===== config.mk =====
export PLATFORM = sky130hd
export DESIGN_NAME = result_display_flat
export DESIGN_NICKNAME = d
export VERILOG_FILES = /design/src/rtl/result_display_if.sv /design/src/rtl/result_display.sv /design/src/flat_wrapper.sv
export SDC_FILE = /design/constraint.sdc
export NUM_CORES = 1
export LEC_CHECK = 0
export BUFFER_PORTS_ARGS = -buffer_cell sky130_fd_sc_hd__buf_2
export CAP_MARGIN = 10
export CORE_MARGIN = 2
export CORE_UTILIZATION = 31
export DETAILED_ROUTE_END_ITERATION = 8
export PLACE_DENSITY = 0.55
export SLEW_MARGIN = 20
export SYNTH_ARGS = -nofsm -noshare
export SYNTH_HDL_FRONTEND = slang
export SYNTH_SLANG_ARGS = --single-unit
export TNS_END_PERCENT = 100

===== constraint.sdc =====
create_clock -name clk -period 2.9 [get_ports clk]
set_clock_uncertainty 0.2 [all_clocks]
set_input_delay 0.29 -clock clk [delete_from_list [all_inputs] [get_ports clk]]
set_output_delay 0.29 -clock clk [all_outputs]
set_load 0.02 [all_outputs]

===== src/rtl/result_display_if.sv =====
// Handshake between the add stage and the result display: value/load in, busy/done back.
interface result_display_if;
    logic [7:0] value;
    logic       load;
    logic       busy;
    logic       done;

    modport master (output value, output load, input busy, input done);
    modport slave  (input value, input load, output busy, output done);
endinterface


===== src/rtl/result_display.sv =====
// Converts an 8-bit result to BCD by double-dabble and scans it onto a
// 4-digit multiplexed seven-segment display with leading-zero blanking.
module result_display #(
    parameter int REFRESH_DIV = 50000,
    parameter int ACTIVE_LOW  = 1
) (
    input  logic                 clk,
    input  logic                 rst,
    result_display_if.slave      bus,
    output logic [3:0]           an,
    output logic [6:0]           seg
);
    localparam int CW = (REFRESH_DIV > 1) ? $clog2(REFRESH_DIV) : 1;
    localparam logic [CW-1:0] CNT_LAST = CW'(REFRESH_DIV - 1);
    localparam logic [3:0] BLANK = 4'hF;

    typedef enum logic [1:0] {IDLE, CONV, DONE} state_t;

    state_t      state, state_nxt;
    logic [7:0]  bin;
    logic [11:0] bcd, bcd_adj;
    logic [2:0]  bitcnt;
    logic [3:0]  hund, tens, ones;
    logic        done_q;

    logic [CW-1:0] cnt;
    logic [1:0]    dig, dig_nxt;
    logic [3:0]    dig_val;
    logic [6:0]    code;
    logic [3:0]    an_hi;

    function automatic logic [6:0] seg_code(input logic [3:0] d);
        case (d)
            4'd0:    seg_code = 7'h3F;
            4'd1:    seg_code = 7'h06;
            4'd2:    seg_code = 7'h5B;
            4'd3:    seg_code = 7'h4F;
            4'd4:    seg_code = 7'h66;
            4'd5:    seg_code = 7'h6D;
            4'd6:    seg_code = 7'h7D;
            4'd7:    seg_code = 7'h07;
            4'd8:    seg_code = 7'h7F;
            4'd9:    seg_code = 7'h6F;
            default: seg_code = 7'h00;
        endcase
    endfunction

    // ---------------- conversion FSM ----------------
    always_ff @(posedge clk) begin
        if (rst) state <= IDLE;
        else     state <= state_nxt;
    end

    always_comb begin
        state_nxt = state;
        case (state)
            IDLE: if (bus.load) state_nxt = CONV;
            CONV: if (bitcnt == 3'd7) state_nxt = DONE;
            DONE: state_nxt = IDLE;
            default: state_nxt = IDLE;
        endcase
    end

    // add-3 correction applied before each shift
    always_comb begin
        bcd_adj = bcd;
        for (int i = 0; i < 3; i++) begin
            if (bcd[i*4 +: 4] >= 4'd5)
                bcd_adj[i*4 +: 4] = bcd[i*4 +: 4] + 4'd3;
        end
    end

    always_ff @(posedge clk) begin
        if (rst) begin
            bin    <= '0;
            bcd    <= '0;
            bitcnt <= '0;
            hund   <= '0;
            tens   <= '0;
            ones   <= '0;
            done_q <= 1'b0;
        end else begin
            done_q <= (state == DONE);
            case (state)
                IDLE: if (bus.load) begin
                    bin    <= bus.value;
                    bcd    <= '0;
                    bitcnt <= '0;
                end
                CONV: begin
                    bcd    <= {bcd_adj[10:0], bin[7]};
                    bin    <= {bin[6:0], 1'b0};
                    bitcnt <= bitcnt + 3'd1;
                end
                DONE: begin
                    hund <= bcd[11:8];
                    tens <= bcd[7:4];
                    ones <= bcd[3:0];
                end
                default: ;
            endcase
        end
    end

    assign bus.busy = (state != IDLE);
    assign bus.done = done_q;

    // ---------------- refresh scan ----------------
    assign dig_nxt = (cnt == CNT_LAST) ? dig + 2'd1 : dig;

    always_comb begin
        dig_val = BLANK;
        case (dig_nxt)
            2'd0: dig_val = ones;
            2'd1: dig_val = (hund == 4'd0 && tens == 4'd0) ? BLANK : tens;
            2'd2: dig_val = (hund == 4'd0) ? BLANK : hund;
            default: dig_val = BLANK;
        endcase
        code  = seg_code(dig_val);
        an_hi = 4'b0001 << dig_nxt;
    end

    // an/seg come from the upcoming digit index so both flip on the same edge
    always_ff @(posedge clk) begin
        if (rst) begin
            cnt <= '0;
            dig <= '0;
            an  <= (ACTIVE_LOW != 0) ? 4'b1110 : 4'b0001;
            seg <= (ACTIVE_LOW != 0) ? ~7'h3F : 7'h3F;
        end else begin
            cnt <= (cnt == CNT_LAST) ? '0 : cnt + CW'(1);
            dig <= dig_nxt;
            an  <= (ACTIVE_LOW != 0) ? ~an_hi : an_hi;
            seg <= (ACTIVE_LOW != 0) ? ~code : code;
        end
    end
endmodule


===== src/flat_wrapper.sv =====
// flat-port wrapper written by rule: the top's interface ports become plain ports
module result_display_flat 
#(
    parameter int REFRESH_DIV = 50000,
    parameter int ACTIVE_LOW  = 1
)
  (clk, rst, an, seg, bus_value, bus_load, bus_busy, bus_done);
  result_display_if bus_i ();
  input  logic clk;
  input  logic rst;
  output logic [3:0] an;
  output logic [6:0] seg;
  input wire logic [$bits(bus_i.value)-1:0] bus_value;
  input wire logic [$bits(bus_i.load)-1:0] bus_load;
  output wire logic [$bits(bus_i.busy)-1:0] bus_busy;
  output wire logic [$bits(bus_i.done)-1:0] bus_done;
  assign bus_i.value = bus_value;
  assign bus_i.load = bus_load;
  assign bus_busy = bus_i.busy;
  assign bus_done = bus_i.done;
  result_display #(.REFRESH_DIV(REFRESH_DIV), .ACTIVE_LOW(ACTIVE_LOW)) u_core (.clk(clk), .rst(rst), .bus(bus_i), .an(an), .seg(seg));
endmodule

# Yosys cells after proc, flatten, opt, wreduce, memory -nomap -nowiden
# Memories as Yosys holds them, arrays and structs flattened.
# Cells that the tools add are included.
op_classes:
  shift: 1
  addsub: 6
  bitwise_logic: 2
  n_eq_ne: 8
  order_cmp: 3
  muxes: 16
  reduce_logical: 10
ops:
  columns: ["cell", "count"]
  rows:
  - ["one-hot mux 12 bit (2 select lines)", 1]
  - ["adder 16 x 1 -> 16 bit, second input constant", 1]
  - ["== test 16 bit, second input constant", 1]
  - ["2-to-1 mux 4 bit", 4]
  - ["one-hot mux 8 bit (2 select lines)", 1]
  - [">= comparator 4 x 3 -> 1 bit, second input constant", 3]
  - ["2-to-1 mux 12 bit", 1]
  - ["one-hot mux 4 bit (3 select lines)", 1]
  - ["adder 4 x 2 -> 4 bit, second input constant", 2]
  - ["logical NOT 4 bit", 2]
  - ["2-to-1 mux 8 bit", 1]
  - ["inverter 7 bit", 1]
  - ["2-to-1 mux 2 bit", 3]
  - ["2-to-1 mux 3 bit", 2]
  - ["one-hot mux 3 bit (2 select lines)", 1]
  - ["== test 2 x 1 -> 1 bit, second input constant", 2]
  - ["== test 2 bit, second input constant", 2]
  - ["logical NOT 2 bit", 2]
  - ["inverter 4 bit", 1]
  - ["one-hot mux 2 bit (2 select lines)", 1]
  - ["AND reduction 2 bit", 2]
  - ["nonzero test 2 bit", 2]
  - ["left shift 1 x 2 -> 4 bit, first input constant", 1]
  - ["adder 3 x 1 -> 3 bit, second input constant", 1]
  - ["7 further kinds", 7]
word_totals:
  elab_cells: 59
  reg_bits: 67
  romBits: 112
  out_inout_bits: 13
  inputBits: 11
  n_memories: 1
mem_list:
  columns: ["memory", "words", "width", "rd", "rd_ports_with_merged_regs", "wr", "line", "text"]
  rows:
  - ["(no name shown)", 16, 7, 1, 0, 0, "result_display.sv:33", "case (d)"]

# Longest topological paths before layout
# Gate-level depths: netlist (run 1).
# An unclocked memory read counts as a cell.
logic_depth:
  depth_word: 6
  mapped_depth: 13
  depth_no_buf: 11

# Least setup slack after synthesis (run 1)
# Ideal clock, no wire load.
synth_timing:
  path_kind: "flip-flop to flip-flop"
  startpoint: "register u_core.cnt[0]"
  endpoint: "register u_core.seg[1]"
  slack_ns: 0.178
  path_stages_with_launch: 12
  t_arrival_ns: 2.452
  n_path_buf: 2
  setup_time_ns: 0.070
  required_ns: 2.630
  period_less_slack_ns: 2.722
  path_cell_list: "dfxtp_1 ha_1 and3_1 buf_2 and4_1 buf_4 or4_1 o21ai_2 nor2_1 ha_1 or2_2 a21oi_1"
synth_via:
  elab_chain_cells: 6
  elab_cells_between_ends: 8
  classes_between: "eq/ne: 3; mux: 2; bitwise: 1; reduce/logical: 1; memory: 1"
synth_lines:
  columns: ["item", "line", "text"]
  rows:
  - ["start: declaration", "result_display.sv:26", "logic [CW-1:0] cnt;"]
  - ["start signal: assignment", "result_display.sv:131", "cnt <= (cnt == CNT_LAST) ? '0 : cnt + CW'(1);"]
  - ["== test 16 bit (*)", "result_display.sv:109", "assign dig_nxt = (cnt == CNT_LAST) ? dig + 2'd1 : dig;"]
  - ["2-to-1 mux 2 bit (*)", "result_display.sv:109", null]
  - ["== test 2 bit, or another cell as far along", "result_display.sv:113", "case (dig_nxt)"]
  - ["one-hot mux 4 bit (3 select lines) (*)", "result_display.sv:113", null]
  - ["memory (16 x 7 bit) (*)", null, null]
  - ["inverter 7 bit (*)", "result_display.sv:134", "seg <= (ACTIVE_LOW != 0) ? ~code : code;"]
  - ["end signal: assignment", "result_display.sv:129", "seg <= (ACTIVE_LOW != 0) ? ~7'h3F : 7'h3F;"]
  - ["end signal: assignment", "result_display.sv:134", null]
  - ["end: declaration", "result_display.sv:11", "output logic [6:0] seg"]
# Every way passes the cells marked *; elsewhere a longest branch is shown, timed or not.
# A chain may end at the register's enable or synchronous reset.

# Worst setup path in the final report (run 1)
# Ends and elaborated chain as after synthesis.

==> impl_metrics.csv, run 1 <==
group,metric,value,unit
cts,htree_num_levels,3,
cts,ctsRootBufferMaster,"clkbuf_8",
sta,max_freq,0.369,GHz
critical_path,required,2980,ps
floorplanning,core,10400,sq um
sta,period_needed,2710,ps
critical_path,critPathLaunchType,"register",
sta,min_period_over_period,93.4,%
floorplanning,die_area,11500,sq um
global_route,antenna_found_initial,0,
yosys,syn_inst,401,
critical_path,crit_path_end_kind,"register",
global_route,grt_max_degree,51,
cts,cts_resized,0,
cts,cts_sinks,67,
global_route,met3_usage,3.63,%
cts,clk_pin_slew,80,ps
global_route,grt_pass1_wl,11600,um
yosys,async_reset_ff_share,0,%
sta,worst_pin_slew,698,ps
routing,via_per_inst,4.77,
sta,hold_viol,0,
cts,cts_buffers,9,
sta,rsz0062_at_grt,"no",
global_route,track_usage,12.5,%
global_route,use_met2,19.9,%
flow_run,drv_cap,0,
floorplanning,die_width,107,um
sta,setup-tns-final,0,ps
yosys,synth_fp_nets,426,
cts,max-clock-path-buffers,2,
placed_design,preCtsSetupSlack,156,ps
cts,cts_setup_buffers,0,
layout,drive_above_1_share,15.8,%
yosys,synth_area_per_cell,8.27,sq um
power_and_ir_drop,peakVddDrop,0.295,mV
floorplanning,io-pin-count,24,
floorplanning,start_util,32.0,%
yosys,ys.flop_type,"dfxtp_1",
layout,fill_cells,1098,
placed_design,place.port_buffers,23,
yosys,yosysSeqAreaShare,40.4,%
routing,route.detailed.drc,0,
critical_path,slowest_delay,510,ps
layout,area_growth,14.1,%
cts,clkLatencyLatePin,350,ps
yosys,yosysUniqueCellTypes,48,
routing,drtIter0Drc,178,
sta,drv_slew,0,
cts,tritoncts,"built",
routing,num_vias,2665,
placed_design,place_congestion,0.772,
routing,firstDrtPassIters,4,
critical_path,crit_fanout,5,
placed_design,dp_hpwl,4600,um
yosys,ys_ff_latch,67,
global_route,global_route.usage.met1,15.7,%
global_route,grt_busiest_layer,"met2",
placed_design,dp.cells,543,
sta,fin_ws,192,ps
global_route,grt_pass1_vias,2621,
global_route,grt_overflow,0,
routing,wl_per_cell,12.0,um
critical_path,worst_path_most_repeated_cell,"ha_1",
floorplanning,die_h,107,um
power_and_ir_drop,powerDensity,509,nW/um^2
sta,relSlewSlack,53.4,%
yosys,netlist_area,3320,sq um
layout,layout.cells.non_filler,559,
power_and_ir_drop,fin_total_pwr,1.92,mW
layout,layout.nets,443,
min_path,min_path_type,"in2reg",
routing,postRouteAntennaNets,0,
power_and_ir_drop,p_leak,1.44,nW
routing,drt_wl_total,6700,um
min_path,hold-path-cell-count,5,
yosys,ys_warn_count,0,
critical_path,worstPathCellList,"ha_1, and3_2, and4_1, or4_1, o21ai_2, nor2_1, ha_1, or2_2, a21oi_1",
floorplanning,num_rows,37,
critical_path,reg2regPathDepth,9,
critical_path,cp_slowest_cell,"or4_1",
run_status,outcome,"finished, final reports clean",
critical_path,criticalPathCategory,"reg2reg",
critical_path,arrival,2790,ps
cts,hold_buffers,0,
layout,n_antenna_cell,0,
yosys,synth_enable_flop_cells,0,
sta,finalSetupViolations,0,
==> placed cells by master (no fill, tap or decap), types with 4 or more instances in the layout <==
master and instances:
a211oi_1 9, nor2b_1 8, nor3_1 25, dfxtp_1 67, xnor2_1 10, inv_1 13
nand2_1 38, nand3_1 12, o21ai_0 9, ha_1 14, buf_2 23, nor2_1 62
xor2_1 10, buf_4 7, a21oi_1 36, or2_2 4, a22oi_1 9, and3_1 4
clkbuf_8 9, mux2i_1 4, nand2b_1 9
==> through the flow <==
| step | hold slack [ps] | instance area, sq um | util, % |
|---|---|---|---|
| detailed placement | 239 | 3560 | 34.3 |
| CTS | 134 | 3780 | 36.5 |
| floorplan | 192 | 3320 | - |
| global route | 160 | 3780 | 36.5 |
| global placement | 222 | 3560 | 34.3 |
| finish | 150 | 3780 | 36.5 |
==> worst max-delay path: cells and delay by family (launching register included) <==
kind | cells | cell delay [ps]
and+or+nand+nor | 5 | 1370
adders and majority gates | 2 | 510
DFF | 1 | 330
AOI/OAI and AO/OA | 2 | 230
==> worst paths after layout <==
| kind | start | endpoint | slack (ps) |
|---|---|---|---|
| max | u_core.cnt[0] | u_core.seg[1] | 190 |
| min | bus_value[3] | u_core.bin[3] | 150 |
| max reg2reg | u_core.cnt[0] | u_core.seg[1] | 190 |
| min reg2reg | u_core.cnt[0] | u_core.cnt[0] | 250 |
==> layout make-up <==
cell class | instances | area, sq um | share of cell area, %
Multi-Input combinational cell | 296 | 1830 | 48.4
Sequential cell | 67 | 1340 | 35.4
Tap cell | 136 | 170 | 4.50
Timing Repair Buffer | 30 | 168 | 4.43
Clock buffer | 9 | 124 | 3.27
Clock inverter | 7 | 98.8 | 2.61
Inverter | 14 | 52.6 | 1.39
==> Yosys cell counts (all sizes together), types with 2 or more instances <==
cell / count / share of area [%]
dfxtp: 67 / 40
nor2: 62 / 7.0
nand2: 39 / 4.5
a21oi: 37 / 5.7
nor3: 25 / 3.8
clkbuf: 20 / 2.3
ha: 14 / 5.3
inv: 14 / 1.6
nand3: 12 / 1.8
nand2b: 10 / 2.1
o21ai: 10 / 1.6
xnor2: 10 / 2.6
xor2: 10 / 2.6
a211oi: 9 / 2.0
a22oi: 9 / 2.0
nor2b: 8 / 1.5
and3: 6 / 1.2
buf: 4 / 0.60
mux2i: 4 / 1.2
nor4: 4 / 0.94
or2: 4 / 0.75
a221oi: 2 / 0.91
and4bb: 2 / 0.75
nor3b: 2 / 0.45
o211ai: 2 / 1.3
o21bai: 2 / 0.79
or2b: 2 / 0.45
or3: 2 / 0.38
==> kinds of logic (layout without fill, tap and decap cells) <==
family | Yosys count | in the layout | share of synthesized area [%]
simple gates | 183 | 183 | 27.7
mux | 5 | 5 | 1.66
flops | 67 | 67 | 40.4
xor+xnor | 20 | 20 | 5.28
compound gates | 74 | 74 | 15.2
buf+inv | 38 | 60 | 4.45
fa+ha+maj | 14 | 14 | 5.28
==> registers in the layout, indices dropped and copies added, names as in the netlist <==
| signal | flops |
|---|---|
| u_core.seg | 7 |
| u_core.bin | 8 |
| u_core.bcd | 12 |
| u_core.bus.done | 1 |
| u_core.bitcnt | 3 |
| u_core.hund | 4 |
| u_core.state | 2 |
| u_core.ones | 4 |
| u_core.an | 4 |
| u_core.cnt | 16 |
| u_core.tens | 4 |
| u_core.dig | 2 |
==> layer usage <==
metal	wire (um)	share of wire, %
met1	3390	51
met4	107	1.6
met5	0	0
met3	183	2.7
met2	3010	45
==> where the power goes <==
group,total [mW],leakage [nW],internal [mW],switching (mW)
clock,0.888,0.111,0.491,0.397
sequential,0.951,0.543,0.936,0.0150
combinational,0.0858,0.781,0.0332,0.0526
No activity file was read; power rests on OpenSTA's default activity.
==> run 2, diff against run 1 <==
--- a/config.mk
+++ b/config.mk
@@ -11,6 +11,7 @@
 export CORE_UTILIZATION = 31
 export DETAILED_ROUTE_END_ITERATION = 8
 export PLACE_DENSITY = 0.55
+export SETUP_SLACK_MARGIN = 0.2
 export SLEW_MARGIN = 20
 export SYNTH_ARGS = -nofsm -noshare
 export SYNTH_HDL_FRONTEND = slang
==> impl_metrics.csv, run 2 (same netlist as run 1, synthesis figures left out) <==
group,metric,value,unit
power_and_ir_drop,powerDensity,474,nW/um^2
cts,clk_pin_slew,80,ps
critical_path,criticalPathCategory,"reg2reg",
routing,wl_met3,205,um
global_route,track_usage,12.5,%
sta,drv_slew,0,
routing,drt_wl_total,6780,um
min_path,hold-path-cell-count,5,
layout,reg.largest.list,"u_core.cnt (16), u_core.bcd (12), u_core.bin (8)",
layout,final_cell_mix,"61 x nor2_1, 60 x dfxtp_1, 38 x nand2_1, 35 x a21oi_1, 25 x nor3_1",
sta,period_needed,2670,ps
cts,cts_buffers,9,
cts,htree_num_levels,3,
placed_design,place.port_buffers,23,
layout,seqCellArea,1350,sq um
layout,layout.nets,451,
flow_run,drv_cap,0,
sta,setup-tns-final,0,ps
global_route,grt_pass1_wl,11800,um
cts,max-clock-path-buffers,2,
layout,area_growth,20.4,%
sta,relSlewSlack,52.2,%
floorplanning,start_util,32.0,%
floorplanning,core,10400,sq um
critical_path,crit_path_end_kind,"register",
sta,finalSetupViolations,0,
sta,min_period_over_period,92.2,%
routing,num_vias,2700,
layout,registers.top_by_ff_count,"u_core.cnt",
global_route,grt_pass1_vias,2607,
floorplanning,die_h,107,um
critical_path,arrival,2730,ps
min_path,min_path_type,"in2reg",
routing,drtIter0Drc,177,
routing,firstDrtPassIters,5,
layout,largest_register_ffs,16,
power_and_ir_drop,p_leak,1.50,nW
routing,wl_per_cell,12.0,um
layout,layout.cells.non_filler,567,
layout,layout_commonest_cell,"nor2_1",
critical_path,crit_fanout,7,
global_route,grt_overflow,0,
routing,via_per_inst,4.76,
floorplanning,die_width,107,um
floorplanning,io-pin-count,24,
placed_design,dp.cells,541,
cts,tritoncts,"built",
routing,postRouteAntennaNets,0,
sta,hold_viol,0,
placed_design,dp_hpwl,4550,um
cts,clkLatencyLatePin,340,ps
cts,cts_sinks,67,
layout,drive_above_1_share,22.5,%
layout,n_antenna_cell,0,
floorplanning,die_area,11500,sq um
routing,route.detailed.drc,0,
cts,ctsRootBufferMaster,"clkbuf_8",
routing,wl_met2,3210,um
routing,top_layer_used,"met4",
global_route,antenna_found_initial,0,
sta,max_freq,0.374,GHz
sta,rsz0062_at_grt,"yes",
placed_design,place_congestion,0.753,
critical_path,reg2regPathDepth,10,
layout,fill_cells,1068,
sta,worst_pin_slew,716,ps
power_and_ir_drop,peakVddDrop,0.213,mV
global_route,grt_max_degree,51,
critical_path,required,2960,ps
cts,hold_buffers,0,
run_status,outcome,"finished, final reports clean",
floorplanning,num_rows,37,
routing,met1Wirelength,3330,um
layout,multi_input_area,1950,sq um
critical_path,critPathLaunchType,"register",
## run 2: cell count changes in the layout (fill, tap and decap cells not counted), sizes merged
cell | previous run | this run
clkinvlp | 1 | 0
buf | 30 | 38
inv | 17 | 15
clkinv | 1 | 4
## run 2: power breakdown
| group | leakage [nW] | internal [mW] | switching, mW |
|---|---|---|---|
| logic | 0.837 | 0.0352 | 0.0512 |
| registers | 0.546 | 0.936 | 0.0152 |
| clock network | 0.114 | 0.490 | 0.367 |
## run 2: path summary, 6_finish.rpt
kind | end | from | slack, ps
max | u_core.seg[4] | u_core.cnt[7] | 230
min | u_core.bin[1] | bus_value[1] | 170
max reg2reg | u_core.seg[4] | u_core.cnt[7] | 230
min reg2reg | u_core.hund[3] | u_core.bcd[11] | 270
## run 2: per-stage QoR
| step | instance area [sq um] | utilization, % | hold slack (ps) | power, mW | worst slack [ps] |
|---|---|---|---|---|---|
| floorplan | 3330 | - | 192 | 1.03 | 205 |
| global placement | 3550 | 34.3 | 222 | 1.06 | 208 |
| detailed placement | 3550 | 34.3 | 233 | 1.06 | 109 |
| CTS | 3800 | 36.6 | 150 | 1.93 | 189 |
| global route | 3990 | 38.5 | 174 | 1.99 | 88.3 |
| finish | 3990 | 38.5 | 168 | 1.89 | 226 |
## run 2: worst max-delay path: stages (launching register included)
cell	delay, ps
dfxtp_4	370
nor4b_4	350
nand4_4	190
and3_4	210
a311o_1	390
nor2_4	230
inv_4	80
ha_4	160
nor2_1	120
a21oi_1	70
a221oi_2	220
## run 2: area by class of cell
type / instances / share of cell area (%)
multi-input cells: 296 / 48.9
well taps: 136 / 4.26
repair buffers: 38 / 6.02
clock inverters: 7 / 2.51
flip-flops and latches: 67 / 33.9
inverters: 14 / 1.38
clock buffers: 9 / 3.10
## run 2: repair_timing
item                                    4_1_cts  5_1_grt
buffers inserted                              2        8
resized for setup                             3       29
endpoints found under the setup margin        5        6
pin swaps                                     1       12
## run 2: per-layer routing
layer / GRT usage, % / up-vias
met5: 0 / -
met4: 3.85 / 0
met3: 4.24 / 4
met2: 19.8 / 32
met1: 16.2 / 1239
li1: - / 1425
==> run 3, diff against run 2 <==
--- a/config.mk
+++ b/config.mk
@@ -10,6 +10,7 @@
 export CORE_MARGIN = 2
 export CORE_UTILIZATION = 31
 export DETAILED_ROUTE_END_ITERATION = 8
+export MAX_ROUTING_LAYER = met4
 export PLACE_DENSITY = 0.55
 export SETUP_SLACK_MARGIN = 0.2
 export SLEW_MARGIN = 20
==> impl_metrics.csv, run 3 (same netlist as run 1, synthesis figures left out) <==
group,metric,value,unit
placed_design,place_area,3550,sq um
critical_path,cp_slowest_cell,"a311o_1",
routing,postRouteAntennaNets,0,
placed_design,place.port_buffers,23,
power_and_ir_drop,p_switching,0.436,mW
sta,setup-tns-final,0,ps
layout,registers.top_by_ff_count,"u_core.cnt",
power_and_ir_drop,fin_total_pwr,1.90,mW
sta,min_period_over_period,92.2,%
power_and_ir_drop,peakVddDrop,0.213,mV
power_and_ir_drop,clockPowerShare,45.3,%
placed_design,dp.cells,541,
cts,clkLatencyLatePin,350,ps
floorplanning,io-pin-count,24,
cts,max-clock-path-buffers,2,
critical_path,critPathTopFamily,"simple AND/OR/NAND/NOR gates",
global_route,track_usage,12.9,%
routing,wl_per_cell,12.0,um
power_and_ir_drop,p_int,1.46,mW
floorplanning,die_h,107,um
min_path,min_path_type,"in2reg",
critical_path,critical_path_buf_inv_count,1,
floorplanning,num_rows,37,
sta,hold_viol,0,
power_and_ir_drop,p_sw_share,23.0,%
power_and_ir_drop,p_comb_share,4.6,%
layout,layout.cells.non_filler,567,
layout,final_cell_mix,"61 x nor2_1, 60 x dfxtp_1, 38 x nand2_1, 35 x a21oi_1, 25 x nor3_1",
layout,layout.nets,451,
critical_path,criticalPathCategory,"reg2reg",
placed_design,dp_hpwl,4550,um
floorplanning,start_util,32.0,%
placed_design,place_congestion,0.763,
global_route,antenna_found_initial,0,
layout,area_growth,20.4,%
critical_path,critPathLaunchType,"register",
power_and_ir_drop,p_leak,1.50,nW
critical_path,arrival,2740,ps
floorplanning,die_area,11500,sq um
critical_path,slowest_delay,390,ps
cts,htree_num_levels,3,
routing,firstDrtPassIters,5,
sta,period_needed,2670,ps
routing,via_per_inst,4.78,
sta,rsz0062_at_grt,"yes",
layout,fill_cells,1068,
critical_path,required,2960,ps
critical_path,crit_path_end_kind,"register",
floorplanning,die_width,107,um
critical_path,worstPathCellList,"nor4b_4, nand4_4, and3_4, a311o_1, nor2_4, inv_4, ha_4, nor2_1, a21oi_1, a221oi_2",
flow_run,drv_cap,0,
cts,tritoncts,"built",
cts,clk_pin_slew,80,ps
global_route,grt_max_degree,51,
layout,largest_register_ffs,16,
layout,layout_commonest_cell,"nor2_1",
cts,cts_buffers,9,
run_status,outcome,"finished, final reports clean",
global_route,grt_pass1_wl,11800,um
routing,drt_wl_total,6790,um
power_and_ir_drop,powerDensity,475,nW/um^2
layout,reg.largest.list,"u_core.cnt (16), u_core.bcd (12), u_core.bin (8)",
sta,finalSetupViolations,0,
cts,hold_buffers,0,
layout,drive_above_1_share,22.5,%
global_route,grt_overflow,0,
sta,drv_slew,0,
routing,route.detailed.drc,0,
routing,num_vias,2709,
routing,drtIter0Drc,191,
sta,worst_pin_slew,720,ps
layout,multi_input_area,1950,sq um
critical_path,crit_fanout,7,
floorplanning,core,10400,sq um
sta,relSlewSlack,51.9,%
power_and_ir_drop,seq_power_share,50.1,%
sta,whs,165,ps
global_route,grt_pass1_vias,2614,
layout,seqCellArea,1350,sq um
layout,n_antenna_cell,0,
cts,ctsRootBufferMaster,"clkbuf_8",
layout,design_area,3990,sq um
cts,cts_sinks,67,
sta,max_freq,0.374,GHz
[run 3: path summary, 6_finish.rpt]
path	startpoint	end	slack, ps	depth (start not counted)
worst max register to register	u_core.cnt[7]	u_core.seg[4]	230	10
worst min-delay path	bus_value[1]	u_core.bin[1]	170	5
worst min register to register	u_core.bcd[11]	u_core.hund[3]	280	2
worst max-delay path	u_core.cnt[7]	u_core.seg[4]	230	10
[run 3: worst reg2reg max path: stages (launching register included)]
cell      delay [ps]
dfxtp_4          370
nor4b_4          350
nand4_4          190
and3_4           220
a311o_1          390
nor2_4           230
inv_4             80
ha_4             160
nor2_1           120
a21oi_1           70
a221oi_2         220
[run 3: through the flow]
| stage | utilization (%) | worst slack, ps |
|---|---|---|
| after floorplan | - | 205 |
| after global placement | 34.3 | 208 |
| after detailed placement | 34.3 | 109 |
| after CTS | 36.6 | 189 |
| after global routing | 38.5 | 88.2 |
| final | 38.5 | 225 |
[run 3: layout make-up]
type | count | share of cell area [%]
Tap cell | 136 | 4.26
Multi-Input combinational cell | 296 | 48.9
Sequential cell | 67 | 33.9
Clock buffer | 9 | 3.10
Inverter | 14 | 1.38
Timing Repair Buffer | 38 | 6.02
Clock inverter | 7 | 2.51
[run 3: power groups by stage]
stage / clock network (mW) / registers, mW / logic, mW
CTS: 0.894 / 0.950 / 0.0856
global placement: 0 / 0.971 / 0.0850
finish: 0.859 / 0.951 / 0.0866
floorplan: 0 / 0.965 / 0.0683
detailed placement: 0 / 0.971 / 0.0852
global route: 0.933 / 0.954 / 0.100
[run 3: metal layers]
layer  part of all wire (%)  routed length, um  GRT usage (%)  vias to the layer above
met5                      0                  0              -                        -
met4                   0.53                 36           3.85                        0
met3                    3.1                213           4.24                        4
met2                     47               3220           19.8                       35
met1                     49               3330           16.2                     1247
li1                       -                  -              -                     1423
[run 3: what timing repair did]
item / 4_1_cts / 5_1_grt
buffers inserted: 2 / 8
endpoints found under the setup margin: 5 / 6
cloned: 0 / 0
resized for setup: 3 / 29
hold endpoints to repair: 0 / 0
pin swaps: 1 / 12
